===== src/rtl/fifo.sv =====
// fifo: single-clock synchronous FIFO, 64 x 8 by default, with registered read data, flags and occupancy count
//
// Ports:
//   clk          rising-edge clock
//   rst          asynchronous active-low reset; deassert synchronously to clk
//   buf_in       write data, stored when a write is accepted
//   buf_out      registered read data, updated one edge after a read is accepted
//   wr_en        write request, accepted when not full
//   rd_en        read request, accepted when not empty
//   buf_empty    high when fifo_counter == 0
//   buf_full     high when fifo_counter == DEPTH
//   fifo_counter number of stored entries, 0..DEPTH
//   overflow     sticky: write attempted while full with no read accepted
//                (only when FIFO_ERR_FLAGS_EN is defined)
//   underflow    sticky: read attempted while empty
//                (only when FIFO_ERR_FLAGS_EN is defined)
module fifo #(
    parameter int DATA_WIDTH = 8,
    parameter int ADDR_WIDTH = 6
) (
    input  logic                  clk,
    input  logic                  rst,
    input  logic [DATA_WIDTH-1:0] buf_in,
    output logic [DATA_WIDTH-1:0] buf_out,
    input  logic                  wr_en,
    input  logic                  rd_en,
    output logic                  buf_empty,
    output logic                  buf_full,
    output logic [ADDR_WIDTH:0]   fifo_counter
`ifdef FIFO_ERR_FLAGS_EN
    ,
    output logic                  overflow,
    output logic                  underflow
`endif
);
    localparam int DEPTH = 1 << ADDR_WIDTH;

    logic [DATA_WIDTH-1:0] mem [DEPTH];
    logic [ADDR_WIDTH-1:0] wr_ptr;
    logic [ADDR_WIDTH-1:0] rd_ptr;
    logic                  wr_ok;
    logic                  rd_ok;

    assign buf_empty = fifo_counter == '0;
    assign buf_full  = fifo_counter == (ADDR_WIDTH+1)'(DEPTH);
    assign wr_ok     = wr_en && !buf_full;
    assign rd_ok     = rd_en && !buf_empty;

    // Storage is not reset; gating with rst keeps an edge under reset from writing.
    always_ff @(posedge clk)
        if (rst && wr_ok) mem[wr_ptr] <= buf_in;

    // Pointers are exactly ADDR_WIDTH wide, so they wrap modulo DEPTH on their own.
    always_ff @(posedge clk or negedge rst)
        if (!rst) begin
            wr_ptr       <= '0;
            rd_ptr       <= '0;
            fifo_counter <= '0;
            buf_out      <= '0;
        end else begin
            if (wr_ok) wr_ptr <= wr_ptr + 1'b1;
            if (rd_ok) begin
                rd_ptr  <= rd_ptr + 1'b1;
                buf_out <= mem[rd_ptr];
            end
            fifo_counter <= (wr_ok && !rd_ok) ? fifo_counter + 1'b1 :
                            (rd_ok && !wr_ok) ? fifo_counter - 1'b1 : fifo_counter;
        end

`ifdef FIFO_ERR_FLAGS_EN
    always_ff @(posedge clk or negedge rst)
        if (!rst) begin
            overflow  <= 1'b0;
            underflow <= 1'b0;
        end else begin
            if (wr_en && buf_full && !rd_ok) overflow <= 1'b1;
            if (rd_en && buf_empty) underflow <= 1'b1;
        end
`endif
endmodule


===== config.mk =====
export PLATFORM = sky130hd
export DESIGN_NAME = fifo
export DESIGN_NICKNAME = d
export VERILOG_FILES = /design/src/rtl/fifo.sv
export SDC_FILE = /design/constraint.sdc
export NUM_CORES = 1
export LEC_CHECK = 0
export BUFFER_PORTS_ARGS = -buffer_cell sky130_fd_sc_hd__buf_2
export CORE_AREA = 2 2 201 203
export DETAILED_ROUTE_END_ITERATION = 10
export DIE_AREA = 0 0 203 205
export PLACE_DENSITY_LB_ADDON = 0.05
export SETUP_SLACK_MARGIN = 0.5
export SYNTH_ARGS = -nofsm -noshare
export SYNTH_HDL_FRONTEND = slang
export SYNTH_SLANG_ARGS = --single-unit

===== constraint.sdc =====
create_clock -name clk -period 3.69 [get_ports clk]
set_input_delay 0.369 -clock clk [delete_from_list [all_inputs] [get_ports clk]]
set_output_delay 0.369 -clock clk [all_outputs]
set_load 0.03 [all_outputs]

==> out/qor.txt <==
Largest stage delay, worst path = 0.42 ns
RSZ-0062 raised after global routing = no
Least-Margin Pin Slew = 1.062 ns
DR iter-0 viols = 907
Final Util = 61.43%
DRT Pass-1 Iters = 5
Final Cell Area = 24180 um2
Clk_lat worst skew = 0.60 ns
Sequential power share = 42.3%
Largest net degree at the start of global routing = 65
GRT Util Overall = 24.19%
Final Hold Viols = 0
Pwr Total = 17.35 mW
TritonCTS buffer count = 54
Std cell rows = 73
Final setup vio count = 0
Register bit total from synthesis = 539
Max Fclk = 334.7 MHz
Max-cap viol count = 0
Worst setup path class = flop to flop
Die Wd = 203 um
Clk buf depth = 3
Area grow syn2layout = 12.71%
Clk sinks = 539
Netlist cell types = 47
Final net count = 1315
WHS Endpoint = wr_ptr[0]$_DFFE_PN0P_
Max IR drop VDD = 0.5013 mV
Layout Cells excl Fill = 1860
Ports = 29
Via Count = 11070
Crit path DAT = 3.50 ns
Post-synth EDFFs = 512
Die Area = 41620 um2
Worst Reg-to-Reg Cells = 13
CP cell instances = nor4_1 -> nand3_1 -> o21a_4 -> inv_1 -> ha_4 -> inv_1 -> ha_1 -> nor2b_1 -> o21ai_1 -> a21oi_2 -> or3_1 -> o311ai_1 -> xnor2_1
Relative slew margins = 29.20%
Worst Setup Start Kind = flop
Minimum clock period = 2.988 ns
First-pass GRT wire length = 72.66 mm
Fin crit share = 80.98%
Sequential share of the synthesized area = 74.80%
Commonest register cell after synthesis = edfxtp_1
Setup crit end kind = flop
Worst R2R Start = fifo_counter[5]$_DFFE_PN0P_
Worst path bufs/invs = 2
Crit path max-delay family = simple AND/OR/NAND/NOR gates
Starting Density = 54.51%
DR WL/cell = 26.17 um
Pre-CTS WS = 0.4858 ns
Placer Congestion = 0.8241
Syn_nets = 1211
Leak pwr = 8.171 nW
Crit path max fanout = 6
Final setup margin = 0.7018 ns
Clock power share = 29.6%
Layout Skew = 0.01838 ns
GR Overflow Total = 0
Worst R2R End = fifo_counter[6]$_DFFE_PN0P_
Required time of the critical path = 4.21 ns
CTS tree = built
Outcome = finished clean
Vias in the first global route = 11200
WHS Path Cells = 3
Asr flop ratio synth = 5.009%
Ratio of cells with drive above 1 in the final layout = 19.65%
Pwr per Cell Area = 717.4 nW/um2
Crit-path most repeated cell = inv_1
Worst-path clk slew = 0.06 ns
Placed Instance Area = 22490 um2
Detailed Place HPWL = 29.78 mm
Min-delay worst type = primary input to flop
Ys Warns = 0
Antenna viol nets, final = 0
Residual DRC = 0
Cell internal pwr = 11.86 mW
Post-Syn Instances = 1190
Hold_sp = wr_en
Total core area = 39370 um2
I/O Buffers = 28
Fill cell count = 2859
Initial antenna violation count = 0
Min Hold Slack = 0.2317 ns
Final slew viol count = 0
Die height = 205 um
Root Buffer = clkbuf_16
P_sw = 5.490 mW
H-tree Lvls = 2
R2r setup slk = 0.70 ns
CP max stage cell = dfrtp_2
Setup tns final = 0 ns
Final WL = 48.68 mm
Syn avg cell area = 18.03 um2
Switching fraction of total power = 31.64%
Cells after DPL = 1761
Vias per inst = 5.954
Comb power frac = 28.0%
Mapped cell area = 21460 um2
Yosys cell counts, types with 7 or more instances:
library cell / instances / area share [%]
a21oi_1: 18 / 0.42
a22oi_1: 14 / 0.49
a31oi_1: 9 / 0.26
buf_1: 8 / 0.14
buf_2: 20 / 0.47
buf_4: 11 / 0.38
buf_6: 11 / 0.58
clkbuf_1: 12 / 0.21
dfrtp_1: 27 / 3.1
edfxtp_1: 512 / 72
ha_1: 8 / 0.47
inv_1: 11 / 0.19
mux2i_1: 145 / 6.8
mux4_2: 66 / 6.9
nand2_1: 59 / 1.0
nand3_1: 13 / 0.30
nor2_1: 95 / 1.7
nor3_1: 15 / 0.35
o21ai_0: 30 / 0.70
o22ai_1: 31 / 0.90
o311ai_0: 8 / 0.33
or4_1: 7 / 0.24
xnor2_1: 11 / 0.45
sequential cells by signal, indices dropped and copies added (netlist names):
register,cells
rd_ptr,6
fifo_counter,7
wr_ptr,6
buf_out,8
mem,512
area by class of cell:
cell class                      count  area, um2  area share, %
Antenna cell                        2      5.005        0.02069
Clock buffer                       72       1483          6.131
Clock inverter                     23      163.9         0.6777
Inverter                           11      41.29         0.1707
Multi-Input combinational cell    575       4955          20.49
Sequential cell                   539      16060          66.41
Tap cell                          525      656.9          2.716
Timing Repair Buffer              113      818.3          3.384
worst max path at each step:
stage                     slack [ns]  cells after the start                           to                   startpoint
final                           0.70                     13  fifo_counter[6]$_DFFE_PN0P_  fifo_counter[5]$_DFFE_PN0P_
after global routing            0.49                     13  fifo_counter[6]$_DFFE_PN0P_  fifo_counter[5]$_DFFE_PN0P_
after CTS                       0.50                     13  fifo_counter[6]$_DFFE_PN0P_  fifo_counter[5]$_DFFE_PN0P_
after detailed placement        0.49                     13  fifo_counter[6]$_DFFE_PN0P_  fifo_counter[5]$_DFFE_PN0P_
after global placement          0.44                     13  fifo_counter[6]$_DFFE_PN0P_  fifo_counter[5]$_DFFE_PN0P_
after floorplan                 0.52                     14  fifo_counter[6]$_DFFE_PN0P_  fifo_counter[5]$_DFFE_PN0P_
worst min-delay path, delay by kind of cell:
family                    cells  cell delay, ns
xor gates and xnor gates      1            0.10
AOI/OAI and AO/OA             1            0.24
buffers and inverters         1            0.08
repair_timing:
item	CTS	global route
hold endpoints to repair	27	0
endpoints found under the setup margin	1	2
setup buffers	0	1
hold buffers	1	0
pin swaps	0	2
resized for setup	1	6
logic make-up after synthesis:
kind of cell,after synthesis,share of synthesized area (%)
buffers and inverters,76,2.227
xor gates and xnor gates,15,0.6122
DFF,539,74.80
adders and majority gates,9,0.5598
and+or+nand+nor,216,4.449
AOI/OAI and AO/OA,122,3.557
muxes,213,13.80
power groups by stage:
stage | Clock (mW) | Combinational, mW | Sequential, mW
floorplan | 0 | 3.56 | 7.35
global placement | 0 | 4.84 | 7.45
detailed placement | 0 | 4.87 | 7.46
CTS | 5.22 | 4.88 | 7.33
global route | 5.46 | 5.22 | 7.36
finish | 5.14 | 4.87 | 7.34
routing by layer:
metal / GRT usage [%] / up-vias / wire length, um
met5: 0 / - / 0
met2: 37.68 / 380 / 22880
met1: 35.71 / 5698 / 21510
met4: 8.107 / 0 / 1270
met3: 3.293 / 66 / 3022
li1: - / 4930 / -
placed cells by master, fill, tap and decap left out, types with 6 or more instances in the layout:
master and instances:
a22oi_1 14, nand2_1 59, nor2_1 95, xnor2_1 11, clkbuf_1 15, or4_1 7
nand3_1 13, buf_2 28, buf_4 81, a31oi_1 9, nor3_1 15, mux2i_1 145
a21oi_1 17, inv_1 11, clkinv_2 8, clkbuf_16 57, nor2b_1 6, o22ai_1 31
o311ai_0 7, o21ai_0 29, ha_1 7, mux4_2 66, clkinv_1 10, edfxtp_1 512
dfrtp_1 22
Power figures use the tool's default switching activity.
